### src/rtl/t08_combinational_logic.sv
// t08_combinational_logic
//   Purpose: combinational AND-OR/XOR function z, with z registered,
//            a registered rising-edge pulse, and a saturating count of
//            the cycles where the registered z is high.
//   Parameters:
//     CNT_W   width of the z-high cycle counter (>= 2)
//   Ports:
//     clk     rising-edge clock
//     rst     asynchronous active-high reset
//     a..e    logic operands
//     z       (a & b) | ((c ^ d) & ~e), combinational
//     z_q     z registered (1-cycle latency)
//     z_rise  registered pulse on a 0->1 transition of z_q
//     z_cnt   saturating count of cycles with z_q = 1
module t08_combinational_logic #(
    parameter int unsigned CNT_W = 8
) (
    input  logic             clk,
    input  logic             rst,
    input  logic             a,
    input  logic             b,
    input  logic             c,
    input  logic             d,
    input  logic             e,
    output logic             z,
    output logic             z_q,
    output logic             z_rise,
    output logic [CNT_W-1:0] z_cnt
);

    logic             z_d;
    logic             rise_q;
    logic             rise_d;
    logic [CNT_W-1:0] cnt_q;
    logic [CNT_W-1:0] cnt_d;

    always_comb begin
        z_d = (a & b) | ((c ^ d) & ~e);
    end

    // Next-state for the pulse and counter; the counter advances on the
    // registered z, so it lags z_q by one edge and stops at all-ones.
    always_comb begin
        rise_d = z_d & ~z_q;
        cnt_d  = cnt_q;
        if (z_q && (cnt_q != '1)) begin
            cnt_d = cnt_q + 1'b1;
        end
    end

    always_ff @(posedge clk or posedge rst) begin
        if (rst) begin
            z_q    <= 1'b0;
            rise_q <= 1'b0;
            cnt_q  <= '0;
        end else begin
            z_q    <= z_d;
            rise_q <= rise_d;
            cnt_q  <= cnt_d;
        end
    end

    assign z      = z_d;
    assign z_rise = rise_q;
    assign z_cnt  = cnt_q;

endmodule

### config.mk
export PLATFORM = sky130hd
export DESIGN_NAME = t08_combinational_logic
export DESIGN_NICKNAME = d
export VERILOG_FILES = /design/src/rtl/t08_combinational_logic.sv
export SDC_FILE = /design/constraint.sdc
export NUM_CORES = 1
export LEC_CHECK = 0
export ABC_CLOCK_PERIOD_IN_PS = 1790
export BUFFER_PORTS_ARGS = -buffer_cell sky130_fd_sc_hd__buf_2
export CORE_AREA = 2 2 39 41
export DETAILED_ROUTE_END_ITERATION = 8
export DIE_AREA = 0 0 41 43
export PLACE_DENSITY = 0.59
export SKIP_CTS_REPAIR_TIMING = 1
export SLEW_MARGIN = 20
export SYNTH_ARGS = -nofsm -noshare
export SYNTH_HDL_FRONTEND = slang
export SYNTH_SLANG_ARGS = --single-unit
export TNS_END_PERCENT = 1
### constraint.sdc
create_clock -name clk -period 1.79 [get_ports clk]
set_input_delay 0.0895 -clock clk [delete_from_list [all_inputs] [get_ports clk]]
set_output_delay 0.0895 -clock clk [all_outputs]
set_load 0.02 [all_outputs]
* After elaboration in Yosys (flattened, before gate mapping)
Index checks and enable logic that the tools add are counted.
Word-level totals: register bits 10, input port bits 7, output and inout bits 11
Cells by class: add/sub/neg operators 1, equality and inequality tests 1, bitwise operators 7, reduce and logical (&&, ||, !) cells 1
Operator list (number):
- $add 8x1->8 const B | 1
- $ne 8x8->1 const B | 1
- $and 1x1->1 | 3
- $not 1->1 | 2
- $logic_and 1x1->1 | 1
- $or 1x1->1 | 1
- $xor 1x1->1 | 1

* Depth between registers and ports, before layout
Gate-level depths: netlist of run 1.
word-level depth 4, gate-level depth with buffers 4, depth with buffers taken out 4

* Worst setup path before layout of run 1
Ideal clock, no wire load.
path kind reg2reg, start point register cnt_q[0], in the netlist z_cnt[0], end point register cnt_q[1], in the netlist z_cnt[1], library setup time 0.128 ns, data arrival time 1.322 ns, data required time 1.662 ns, slack 0.341 ns, stages on the path, launching flop included 5, buffers on the path 0, cell sequence dfrtp_1 -> ha_1 -> nand3_1 -> o21ai_2 -> mux2_1
Between the ends: cells in the longest elaborated chain, start to end 2
RTL lines:
- from (decl) | RTL line 34 | logic [CNT_W-1:0] cnt_q;
- from (signal assigned) | RTL line 59 | cnt_q <= cnt_d;
- branches (longest 2 deep; another with $add 8x1->8)
Parallel ways; which one is timed is not known. A chain may end at the register's enable or synchronous reset.

* Worst setup path in the final report of run 1
Same ends and word-level chain as after synthesis.

==> impl_metrics.json, run 1 <==
{
  "status": "completed",
  "synth_top_family_by_area": "simple AND/OR/NAND/NOR gates",
  "layout_common_cells": "17 x buf_2, 10 x dfrtp_1, 5 x xnor2_1, 3 x a21oi_1, 3 x clkbuf_4",
  "crit_path_max_fanout": 4,
  "drc": 0,
  "cpPeakStageDelay_ns": 0.40,
  "core_mm2": 0.00138,
  "syn_nets": 49,
  "clockRootBuffer": "clkbuf_4",
  "dieArea_mm2": 0.00176,
  "synth_area_per_cell_um2": 11.8,
  "criticalPathCategory": "flop to flop",
  "startpoint_type": "flop",
  "clkSinkCount": 10,
  "grt_pass1_vias": 360,
  "drive_gt1_share_pct": 46.0,
  "dp_hpwl_um": 720,
  "first_pass_iters": 2,
  "synth.area.mux_share_pct": 4.65,
  "dr.first_iter.drc_count": 3,
  "antenna_found_initial": 0,
  "finalCritPeriodShare_pct": 78.1,
  "final_common_cell": "buf_2",
  "routed_wl_um": 923,
  "drt-wirelength-per-cell_um": 11.7,
  "synth-warning-count": 0,
  "clk_pin_slew_ns": 0.07,
  "syn2layout_area_growth_pct": 31.3,
  "start_util_pct": 35.0,
  "holdPathStages": 2,
  "path_cells": "ha_1, nand3_1, o21ai_2, mux2_1",
  "die_w_um": 41,
  "crit_required_ns": 1.94,
  "htree_levels": 1,
  "endpoint_kind": "flop",
  "worstHoldPathType": "primary input to flop",
  "crit_slowest_cell": "dfrtp_1",
  "cts_tree": "built",
  "tightestPinTransition_ns": 0.383,
  "io-pin-count": 18,
  "syn_area_um2": 484,
  "clock_skew_ns": 0.00358,
  "num_rows": 14,
  "port_buffers": 17,
  "synth_xor_area_share_pct": 9.04,
  "nFillCells": 143,
  "die_h_um": 43,
  "grtUsageTotal_pct": 14.0,
  "setup-tns-final_ns": 0,
  "fin_cells": 79,
  "hold_violations": 0,
  "synth.distinct_cells": 21,
  "ant_nets": 0,
  "nets": 72,
  "finalSetupViolations": 0,
  "layout_min_cycle_time_ns": 1.40,
  "gp_congestion": 0.722,
  "clock_path_buffers": 2,
  "drv_cap": 0,
  "antennaDiodeCount": 0,
  "grt_max_degree": 11,
  "grt_setup_unrepaired": "no",
  "r2r_cells": 4,
  "arrival_ns": 1.55,
  "drv_slew": 0,
  "dp_cells": 74,
  "synth_compound_area_share_pct": 12.9,
  "ys_seq_area_share_pct": 51.7,
  "numCtsBuffers": 3,
  "p_leak_nw": 0.306,
  "gr-total-overflow": 0,
  "synth_cells": 41,
  "avgViaCountPerCell": 4.78,
  "ir_drop_v": 0.000543,
  "clk_latency_ns": 0.26,
  "synthAdderAreaFrac_pct": 2.58,
  "fmax_mhz": 716,
  "yosys.area_share.simple_pct": 17.6,
  "slew-limit-headroom_pct": 74.4,
  "vias": 378,
  "power_density_mw_per_mm2": 1520,
  "synth-seq-cells": 10,
  "grt_first_pass_wirelength_um": 1650
}
-- kinds of logic (layout without fill, tap and decap cells) --
group | after synthesis | in the layout
and+or+nand+nor | 11 | 11
muxes | 2 | 2
DFF | 10 | 10
xor gates and xnor gates | 5 | 5
adders and majority gates | 1 | 1
buffers and inverters | 2 | 24
AOI/OAI and AO/OA | 10 | 10
-- metrics by stage --
step	util (%)	area, um2	worst slack [ns]	hold WS [ns]	total power [mW]
global route	45.9	636	0.254	0.110	1.06
global placement	42.6	589	0.434	0.0824	0.769
detailed placement	42.6	589	0.388	0.0913	0.776
finish	45.9	636	0.393	0.0761	0.967
floorplan	-	484	0.341	-0.0703	0.646
CTS	45.2	626	0.381	-0.195	0.981
-- worst max-delay path, delay by kind of cell, from the launching register on --
| kind | cells | cell delay (ns) |
|---|---|---|
| DFF | 1 | 0.40 |
| muxes | 1 | 0.33 |
| adders and majority gates | 1 | 0.23 |
| AOI/OAI and AO/OA | 1 | 0.19 |
| and+or+nand+nor | 1 | 0.14 |
-- registers in the layout, summed over array words and instances (netlist names) --
signal,cells
z_q,1
z_rise,1
z_cnt,8
-- final timing paths --
check	start	endpoint	slack [ns]
worst max-delay path	z_cnt[0]$_DFFE_PP0P_	z_cnt[1]$_DFFE_PP0P_	0.39
worst min-delay path	e	z_q$_DFF_PP0_	0.08
worst max register to register	z_cnt[0]$_DFFE_PP0P_	z_cnt[1]$_DFFE_PP0P_	0.39
worst min register to register	z_cnt[0]$_DFFE_PP0P_	z_cnt[0]$_DFFE_PP0P_	0.52
max in group asynchronous	rst	z_cnt[7]$_DFFE_PP0P_	1.17
min in group asynchronous	rst	z_cnt[4]$_DFFE_PP0P_	0.34
-- synthesized netlist by cell type --
master,n,area [um2]
dfrtp_1,10,250
xnor2_1,5,43.8
a21oi_1,3,15.0
inv_1,2,7.51
nand2_1,2,7.51
nand3_1,2,10.0
o211ai_1,2,15.0
o21ai_0,2,10.0
a21boi_0,1,7.51
a31oi_1,1,6.26
and2_2,1,7.51
and2b_2,1,8.76
and3_4,1,11.3
and4_1,1,8.76
and4_2,1,10.0
ha_1,1,12.5
mux2_1,1,11.3
mux2_2,1,11.3
nand4_2,1,12.5
o21ai_2,1,8.76
or2b_2,1,8.76
-- where the power goes --
part           switching [mW]  internal (mW)
registers               0.102          0.307
logic                   0.200          0.157
clock network          0.0782          0.123
-- metal layers --
| metal | part of all wire [%] | global-route usage, % | up-vias |
|---|---|---|---|
| li1 | - | - | 194 |
| met1 | 51 | 20.3 | 168 |
| met2 | 41 | 18.4 | 16 |
| met3 | 8.3 | 3.14 | 0 |
| met4 | 0 | 8.00 | 0 |
| met5 | 0 | 0 | - |
-- final cells by class --
class	count	area, um2	area share [%]
clock buffer	4	36.3	5.71
inverter	2	7.51	1.18
multi-input combinational	29	226	35.6
sequential	10	250	39.4
tap	16	20.0	3.15
timing repair buffer	18	95.1	15.0
Power figures use the tool's default switching activity.
==> run 2, diff against run 1 <==
Settings changed: ABC_AREA from default to 1, ABC_CLOCK_PERIOD_IN_PS 1790 to 1200, CORE_AREA 2 2 39 41 to default, CORE_MARGIN from default to 1, CORE_UTILIZATION from default to 40, DIE_AREA 0 0 41 43 to default, PLACE_DENSITY 0.59 to 0.65.
Clock period 1.79 ns to 1.2 ns, I/O delays scaled along.
==> run 2 against run 1 <==
Net effect:
- synthesized cell count grew 71%
- critical path depth increased by 3
- clock skew up 0.0011 ns
- combinational power rose by 42%
- sequential share of layout area shrank 5.9 points
- largest cell class is now multi-input gates
- largest power group unchanged
==> impl_metrics.json, run 2 <==
{
  "clkSinkCount": 10,
  "slew-limit-headroom_pct": 74.1,
  "synth_area_per_cell_um2": 7.79,
  "first_pass_iters": 4,
  "whs_ns": 0.0487,
  "synth_top_area_cell": "dfrtp_1",
  "grt_setup_unrepaired": "yes",
  "ys_async_sr_fraction_pct": 100,
  "p_leak_nw": 0.420,
  "crit_path_start": "z_cnt[0]$_DFFE_PP0P_",
  "r2r_start": "z_cnt[0]$_DFFE_PP0P_",
  "syn_area_um2": 546,
  "tightestPinTransition_ns": 0.388,
  "crit_path_max_fanout": 5,
  "start_util_pct": 46.0,
  "hold_violations": 0,
  "r2r_end": "z_cnt[2]$_DFFE_PP0P_",
  "htree_levels": 1,
  "routed_wl_um": 1160,
  "grt_first_pass_wirelength_um": 1680,
  "layout_min_cycle_time_ns": 1.17,
  "syn_nets": 78,
  "synth_cells": 70,
  "arrival_ns": 1.35,
  "fmax_mhz": 856,
  "nets": 105,
  "synth_commonest_cells": "25 x nand2_1, 10 x dfrtp_1, 9 x inv_1",
  "drv_slew": 0,
  "drv_cap": 0,
  "synth-warning-count": 0,
  "dp_slack_ns": -0.00217,
  "r2r_cells": 7,
  "drt-wirelength-per-cell_um": 10.6,
  "final_common_cell": "nand2_1",
  "finalSetupViolations": 0,
  "crit_path_end": "z_cnt[2]$_DFFE_PP0P_",
  "syn2layout_area_growth_pct": 40.6,
  "gp_congestion": 0.733,
  "numCtsBuffers": 3,
  "antennaDiodeCount": 0,
  "regToRegSetupSlack_ns": 0.03,
  "dieArea_mm2": 0.00152,
  "cts_tree": "built",
  "power_density_mw_per_mm2": 1760,
  "endpoint_kind": "flop",
  "clk_pin_slew_ns": 0.07,
  "ir_drop_v": 0.00112,
  "yosysMostFrequentCell": "nand2_1",
  "synth-seq-cells": 10,
  "port_buffers": 17,
  "io-pin-count": 18,
  "gr-total-overflow": 0,
  "synth_top_area_share_pct": 45.9,
  "criticalPathCategory": "flop to flop",
  "antenna_found_initial": 0,
  "p_total_mw": 1.35,
  "dp_hpwl_um": 827,
  "clockRootBuffer": "clkbuf_4",
  "clock_skew_ns": 0.00470,
  "crit_required_ns": 1.38,
  "dr.first_iter.drc_count": 14,
  "avgViaCountPerCell": 4.75,
  "layout_common_cells": "22 x nand2_1, 17 x buf_2, 9 x inv_1, 7 x nand3_1",
  "ys_seq_area_share_pct": 45.9,
  "status": "completed",
  "core_mm2": 0.00119,
  "grt_max_degree": 11,
  "die_w_um": 38.9,
  "yosys-top-cells-area": "dfrtp_1 46%, nand2_1 17%, nand3_1 7.3%",
  "finalCritPeriodShare_pct": 97.4,
  "synth.distinct_cells": 16,
  "worstHoldPathType": "primary input to flop",
  "drive_gt1_share_pct": 43.8,
  "grt_pass1_vias": 407,
  "clk_latency_ns": 0.26,
  "vias": 522,
  "drc": 0,
  "clock_path_buffers": 2,
  "ant_nets": 0,
  "grtUsageTotal_pct": 16.8,
  "startpoint_type": "flop",
  "num_rows": 12,
  "die_h_um": 38.9,
  "synth_edf_count": 0,
  "timing.final.ws_setup_ns": 0.0318,
  "synth_ff_type": "dfrtp_1",
  "largest_reg_flops": 8
}
-- run 2: changes by cell type after synthesis, moves of 2 or more --
cell,delta
nor2_2,+2
nand2_1,+23
inv_1,+7
nor2_1,+2
nand4_1,+2
nand2_4,+2
nand3b_1,+2
nand3_1,+6
xnor2_1,-4
o211ai_1,-2
-- run 2: worst min-delay path by stage --
stage	from	to	slack [ns]	cells after the start
after floorplan	rst	z_cnt[2]$_DFFE_PP0P_	-0.1	1
after global placement	rst	z_rise$_DFF_PP0_	0.06	2
after detailed placement	rst	z_rise$_DFF_PP0_	0.06	2
after CTS	rst	z_cnt[3]$_DFFE_PP0P_	-0.22	2
after global routing	b	z_q$_DFF_PP0_	0.06	3
final	a	z_q$_DFF_PP0_	0.05	3
-- run 2: stage by stage --
| step | instance area [um2] | TNS, ns | std cells | utilization (%) |
|---|---|---|---|---|
| 2_1_floorplan | 573 | 0 | 70 | - |
| 3_3_place_gp | 683 | 0 | 102 | 57.6 |
| 3_5_place_dp | 683 | -0.00217 | 102 | 57.6 |
| 4_1_cts | 719 | -0.0221 | 106 | 60.7 |
| 5_1_grt | 767 | -0.0881 | 110 | 64.7 |
| 6_report | 767 | 0 | 110 | 64.7 |
-- run 2: layout make-up --
cell class / count / area, um2
fillers: 101 / 419
multi-input cells: 51 / 298
flip-flops and latches: 10 / 256
repair buffers: 22 / 125
clock buffers: 4 / 36.3
inverters: 9 / 33.8
well taps: 14 / 17.5
-- run 2: cell families (layout without fill, tap and decap cells) --
kind of cell               after synthesis  in the layout  synth area share [%]
adders and majority gates                1              1                  2.29
AOI/OAI and AO/OA                        5              5                  5.27
xor gates and xnor gates                 1              1                  1.61
DFF                                     10             10                  45.9
and+or+nand+nor                         43             44                  37.4
buffers and inverters                   10             35                  7.57
-- run 2: worst max-delay path: stages (launching register included) --
cell     delay [ns]
dfrtp_2        0.41
ha_4           0.17
nand2_4        0.05
nor2_4         0.14
nand2_4        0.10
nand2_4        0.11
nand2_2        0.05
o21ai_2        0.05
-- run 2: report_power, final --
| part | leakage [nW] | total (mW) | internal [mW] | switching, mW |
|---|---|---|---|---|
| Sequential | 0.123 | 0.547 | 0.427 | 0.120 |
| Combinational | 0.276 | 0.506 | 0.224 | 0.282 |
| Clock | 0.0210 | 0.300 | 0.184 | 0.116 |
-- run 2: metal layers --
metal,global-route usage (%),up-vias,share of wire [%]
li1,-,275,-
met1,20.2,236,47
met2,27.9,11,48
met3,5.78,0,4.0
met4,5.17,0,0
met5,0,-,0
